===== config.mk =====
export PLATFORM = sky130hd
export DESIGN_NAME = spec_accum_stage_flat
export DESIGN_NICKNAME = d
export VERILOG_FILES = /design/src/rtl/dsm_pkg.sv /design/src/rtl/spec_accum_stage_if.sv /design/src/rtl/spec_adder_w.sv /design/src/rtl/spec_accum_stage.sv /design/src/flat_wrapper.sv
export SDC_FILE = /design/constraint.sdc
export NUM_CORES = 1
export LEC_CHECK = 0
export ABC_AREA = 1
export ABC_CLOCK_PERIOD_IN_PS = 2580
export BUFFER_PORTS_ARGS = -buffer_cell sky130_fd_sc_hd__buf_4
export CORE_ASPECT_RATIO = 0.9
export CORE_MARGIN = 4
export CORE_UTILIZATION = 46
export CTS_CLUSTER_SIZE = 14
export DETAILED_ROUTE_END_ITERATION = 10
export PLACE_DENSITY = 0.75
export SLEW_MARGIN = 10
export SYNTH_ARGS = -nofsm -noshare
export SYNTH_HDL_FRONTEND = slang
export SYNTH_SLANG_ARGS = --single-unit

===== constraint.sdc =====
create_clock -name clk -period 2.58 [get_ports clk]
set_input_delay 0.387 -clock clk [delete_from_list [all_inputs] [get_ports clk]]
set_output_delay 0.387 -clock clk [all_outputs]
set_load 0.03 [all_outputs]

===== src/rtl/dsm_pkg.sv =====
// Shared definitions for the accumulator stage: carry encodings and the
// carry classification helper.
package dsm_pkg;

    typedef enum logic [1:0] {
        CARRY_NONE = 2'b00,
        CARRY_OVF  = 2'b01,
        CARRY_UNF  = 2'b11
    } carry_e;

    // A sum that fits in the result width has both guard bits clear.
    function automatic carry_e classify_carry(input logic neg, input logic [1:0] guard);
        if (neg) begin
            return CARRY_UNF;
        end else if (guard != 2'b00) begin
            return CARRY_OVF;
        end
        return CARRY_NONE;
    endfunction

endpackage


===== src/rtl/spec_accum_stage_if.sv =====
// Operand/result bundle of spec_accum_stage; master drives operands, slave
// returns the registered result.
interface spec_accum_stage_if #(
    parameter int unsigned WIDTH = 5
);
    logic             In_Valid;
    logic             Clear;
    logic [WIDTH-1:0] Data1;
    logic [WIDTH-1:0] Data2;
    logic [WIDTH-1:0] Data3;
    logic             Out_Valid;
    logic [WIDTH-1:0] Out_Data;
    logic [1:0]       Carry;

    modport master (
        output In_Valid, Clear, Data1, Data2, Data3,
        input  Out_Valid, Out_Data, Carry
    );

    modport slave (
        input  In_Valid, Clear, Data1, Data2, Data3,
        output Out_Valid, Out_Data, Carry
    );
endinterface


===== src/rtl/spec_adder_w.sv =====
// Combinational three-operand adder: base + a + b - c as a WIDTH+2-bit
// signed sum plus the true sign of the exact result.
module spec_adder_w #(
    parameter int unsigned WIDTH = 5
) (
    input  logic [WIDTH-1:0]        base,
    input  logic [WIDTH-1:0]        a,
    input  logic [WIDTH-1:0]        b,
    input  logic [WIDTH-1:0]        c,
    output logic signed [WIDTH+1:0] sum,
    output logic                    neg
);

    // With a non-zero base the positive range reaches 3*(2^WIDTH-1), which
    // does not fit WIDTH+2 signed bits; one extra bit keeps the sign exact.
    logic signed [WIDTH+2:0] full;

    always_comb begin
        full = $signed({3'b000, base}) + $signed({3'b000, a})
             + $signed({3'b000, b}) - $signed({3'b000, c});
    end

    assign sum = full[WIDTH+1:0];
    assign neg = full[WIDTH+2];

endmodule


===== src/rtl/spec_accum_stage.sv =====
// Single-cycle accumulate/pass-through stage with wrap or clamp on range
// excursions. Optional clamping is enabled by defining SPEC_ACCUM_SAT_EN.
module spec_accum_stage
    import dsm_pkg::*;
#(
    parameter int unsigned WIDTH    = 5,
    parameter int unsigned ACC_MODE = 1
) (
    input  logic                clk,
    input  logic                rst_n,
    spec_accum_stage_if.slave   bus
);

    logic [WIDTH-1:0]        base;
    logic signed [WIDTH+1:0] sum;
    logic                    neg;
    carry_e                  carry_d, carry_q;
    logic [WIDTH-1:0]        data_d, data_q;
    logic                    valid_q;

    assign base = (ACC_MODE != 0) ? data_q : '0;

    spec_adder_w #(
        .WIDTH (WIDTH)
    ) u_adder (
        .base (base),
        .a    (bus.Data1),
        .b    (bus.Data2),
        .c    (bus.Data3),
        .sum  (sum),
        .neg  (neg)
    );

    always_comb begin
        carry_d = classify_carry(neg, sum[WIDTH+1:WIDTH]);
`ifdef SPEC_ACCUM_SAT_EN
        unique case (carry_d)
            CARRY_OVF: data_d = '1;
            CARRY_UNF: data_d = '0;
            default:   data_d = sum[WIDTH-1:0];
        endcase
`else
        data_d = sum[WIDTH-1:0];
`endif
    end

    always_ff @(posedge clk or negedge rst_n) begin
        if (!rst_n) begin
            data_q  <= '0;
            carry_q <= CARRY_NONE;
            valid_q <= 1'b0;
        end else if (bus.Clear) begin
            data_q  <= '0;
            carry_q <= CARRY_NONE;
            valid_q <= 1'b0;
        end else if (bus.In_Valid) begin
            data_q  <= data_d;
            carry_q <= carry_d;
            valid_q <= 1'b1;
        end else begin
            carry_q <= CARRY_NONE;
            valid_q <= 1'b0;
        end
    end

    assign bus.Out_Valid = valid_q;
    assign bus.Out_Data  = data_q;
    assign bus.Carry     = carry_q;

endmodule


===== src/flat_wrapper.sv =====
// flat-port wrapper written by rule: the top's interface ports become plain ports
module spec_accum_stage_flat import dsm_pkg::*;
#(
    parameter int unsigned WIDTH    = 5,
    parameter int unsigned ACC_MODE = 1
)
  (clk, rst_n, bus_In_Valid, bus_Clear, bus_Data1, bus_Data2, bus_Data3, bus_Out_Valid, bus_Out_Data, bus_Carry);
  spec_accum_stage_if #(.WIDTH(WIDTH)) bus_i ();
  input  logic clk;
  input  logic rst_n;
  input wire logic [$bits(bus_i.In_Valid)-1:0] bus_In_Valid;
  input wire logic [$bits(bus_i.Clear)-1:0] bus_Clear;
  input wire logic [$bits(bus_i.Data1)-1:0] bus_Data1;
  input wire logic [$bits(bus_i.Data2)-1:0] bus_Data2;
  input wire logic [$bits(bus_i.Data3)-1:0] bus_Data3;
  output wire logic [$bits(bus_i.Out_Valid)-1:0] bus_Out_Valid;
  output wire logic [$bits(bus_i.Out_Data)-1:0] bus_Out_Data;
  output wire logic [$bits(bus_i.Carry)-1:0] bus_Carry;
  assign bus_i.In_Valid = bus_In_Valid;
  assign bus_i.Clear = bus_Clear;
  assign bus_i.Data1 = bus_Data1;
  assign bus_i.Data2 = bus_Data2;
  assign bus_i.Data3 = bus_Data3;
  assign bus_Out_Valid = bus_i.Out_Valid;
  assign bus_Out_Data = bus_i.Out_Data;
  assign bus_Carry = bus_i.Carry;
  spec_accum_stage #(.WIDTH(WIDTH), .ACC_MODE(ACC_MODE)) u_core (.clk(clk), .rst_n(rst_n), .bus(bus_i));
endmodule

==> run metrics <==
# diodes=0; Avg WL per Cell=12.5 um; total CTS buffers=3; die area=2780 sq um; RSZ-0062 raised after global routing=true; Synth Area in XOR/XNOR=0.0286; synth unique cells=23; vias in the first global route=931; Critical Path Fanout Max=4; mux contribution to synthesized area=0; CTS tree=yes; slew margin rel.=0.781; dpl hpwl=1850 um; IO Pins=27; WP data arrival=2.85 ns; minimum clock period=2.71 ns; CTS H-tree lvls=1; Post-Synth Simple-Gate Area=0.268; synthesis-to-finish area growth=61.4%; TritonCTS Sinks=8; register clock-pin slew on the reported worst setup and hold paths=0.06 ns; layout cells sized above 1=0.491; max-cap violations=0; Post-synth top flop=dfrtp_1; Root Driver=clkbuf_4; Yosys Warn Count=0; reg-to-reg slack, setup=-0.13 ns; P_leak=0.782 nW; grt ovf=0; power density cells=1240 nW/um^2; vias per cell=4.80; Synth Cell Area=920 sq um; Remaining DRCs=0; number of fill cells in the layout=135; row cnt=15; first-pass GRT wire length=3780 um; crit path kind=reg2reg; critical path's slowest cell=fa_1; initial antenna violation count=0; Syn Area/Cell=7.66 sq um; CP cell instances=ha_4 > inv_4 > fa_2 > o21ai_2 > xor2_1 > fa_1 > ha_4 > nand2_1 > inv_1 > nand2_1 > nand2_1 > nor2_1 > nand2_2 > nand2_1 > nand2_1 > nand2_1 > nand2_1; type of the worst min-delay path=in2reg; largest net degree at the start of global routing=9; Post-Route WL=2420 um; VDD IR max=0.000949 V; Adder-Cell Fraction of Synth Area=0.321; Initial Util=0.480; Final ANT Viol Nets=0; Vias=931; post-layout net count=209; CP startpoint=u_core.bus.Out_Data[0]$_DFFE_PN0P_; drt first pass iters=4; gr usage total=0.187; compound-cell area share of the yosys netlist=0.0748; Starting DRT DRC Count=15; Final Setup Violations=4; hold wc startpoint=bus_Clear; Tcrit/Tclk final=1.05; EDFF count, synth=0; Final WS setup=-0.133 ns; die width=55.1 um; failing checks=negative setup slack; routability cong.=0.845; ys async rst share=1.00; CP Buf/Inv Count=2; Worst Path Required=2.72 ns; final hold vios=0; post-synthesis instance total=120; Achievable Freq=369 MHz; Sum Neg Setup Slack=-0.354 ns; reg2reg start=u_core.bus.Out_Data[0]$_DFFE_PN0P_; Core Area=1910 sq um; status=finished, violations left; post-layout util=0.775; CP endpoint kind=flop; slowest stage delay, CP=0.48 ns; Seq/Total Area, Yosys=0.218; worst slew pin tran=0.327 ns; number of port buffers=26; synthesis-stage register bit count=8; Die Span Y=50.4 um; most used cell, CP=nand2_1; Skew-Pair Late Insertion Delay=0.25 ns; Synth Net Count=159; combinational family with the most area after synthesis=adder cells; worst-case clock buffer depth=2; crit path launch type=flop; Worst Clk Skew=0.00590 ns; Final Max Tran Viols=0; CP top delay family=adder cells
cell families after synthesis:
logic type / Yosys count
flops: 8
compound gates: 11
fa+ha+maj: 20
xor+xnor: 3
simple gates: 56
buf+inv: 22
path summary, 6_finish.rpt:
path	to	depth (start not counted)
setup reg to reg	u_core.bus.Carry[0]$_DFF_PN0_	17
setup / recovery	u_core.bus.Carry[0]$_DFF_PN0_	17
hold / removal	u_core.bus.Out_Data[3]$_DFFE_PN0P_	4
max in group asynchronous	u_core.bus.Out_Data[2]$_DFFE_PN0P_	2
hold reg to reg	u_core.bus.Out_Data[1]$_DFFE_PN0P_	2
min in group asynchronous	u_core.bus.Out_Data[1]$_DFFE_PN0P_	2
Yosys cell counts, types with 2 or more instances:
cell type / instances / area (sq um)
nand2_1: 35 / 131
inv_1: 20 / 75.1
ha_1: 14 / 175
dfrtp_1: 8 / 200
fa_1: 6 / 120
nor2_1: 6 / 22.5
a21oi_1: 5 / 25.0
nand3_1: 5 / 25.0
nand2_2: 3 / 18.8
a22o_1: 2 / 17.5
nand3b_1: 2 / 15.0
o21ai_1: 2 / 10.0
xnor2_1: 2 / 17.5
layout make-up:
| cell class | instances | area (sq um) | area share |
|---|---|---|---|
| tap | 25 | 31.3 | 0.0211 |
| multi-input combinational | 90 | 797 | 0.537 |
| inverter | 22 | 85.1 | 0.0573 |
| timing repair buffer | 45 | 340 | 0.229 |
| sequential | 8 | 204 | 0.137 |
| clock buffer | 4 | 26.3 | 0.0177 |
layout by cell type, fill, tap and decap left out, types with 2 or more instances in the layout:
cell type | Yosys | layout
nand3b_1 | 2 | 2
inv_1 | 20 | 16
ha_4 | 0 | 6
nand3_1 | 5 | 3
dfrtp_2 | 0 | 3
a22o_1 | 2 | 2
fa_1 | 6 | 4
inv_2 | 1 | 4
dfrtp_1 | 8 | 5
a21oi_2 | 0 | 3
a21oi_1 | 5 | 2
fa_2 | 0 | 2
ha_1 | 14 | 8
nor3_2 | 1 | 2
clkbuf_4 | 0 | 3
nand2_2 | 3 | 6
buf_4 | 0 | 44
nor2_1 | 6 | 6
nand2_1 | 35 | 32
xnor2_2 | 0 | 2
tightest hold or removal path: stages:
cell and delay, ns:
buf_4 0.08, nor2_1 0.08, nand2_1 0.06, o21ai_1 0.05
flip-flops by register name, summed over array words and instances (netlist names):
register / count
u_core.bus.Out_Data: 5
u_core.bus.Carry: 2
u_core.bus.Out_Valid: 1
metrics by stage:
stage	hold WS (ns)	power (mW)	setup WS, ns	instance area, sq um	instances
finish	0.441	1.83	-0.133	1480	194
global route	0.445	2.00	-0.307	1480	194
CTS	0.434	1.62	-0.128	1370	191
detailed placement	0.210	1.43	-0.257	1300	184
global placement	0.207	1.39	-0.216	1300	184
floorplan	0.0914	1.04	-0.141	977	120
metal layers:
layer / global-route usage / routed length (um) / up-vias
met5: 0 / 0 / -
met4: 0.0405 / 17 / 0
met3: 0.0445 / 120 / 2
met2: 0.329 / 1290 / 22
met1: 0.225 / 993 / 429
li1: - / - / 478
what timing repair did:
action	CTS	global route
endpoints found under the setup margin	3	5
setup buffers	2	3
pin swaps	11	14
hold buffers	1	0
resized for setup	3	17
hold endpoints to repair	8	0
power by group:
part	total, mW	internal, mW	switching (mW)
clock network	0.101	0.0591	0.0422
registers	0.193	0.163	0.0299
logic	1.54	0.756	0.783
total	1.83	0.978	0.855
Note: power is estimated with default switching activity, not from simulation.
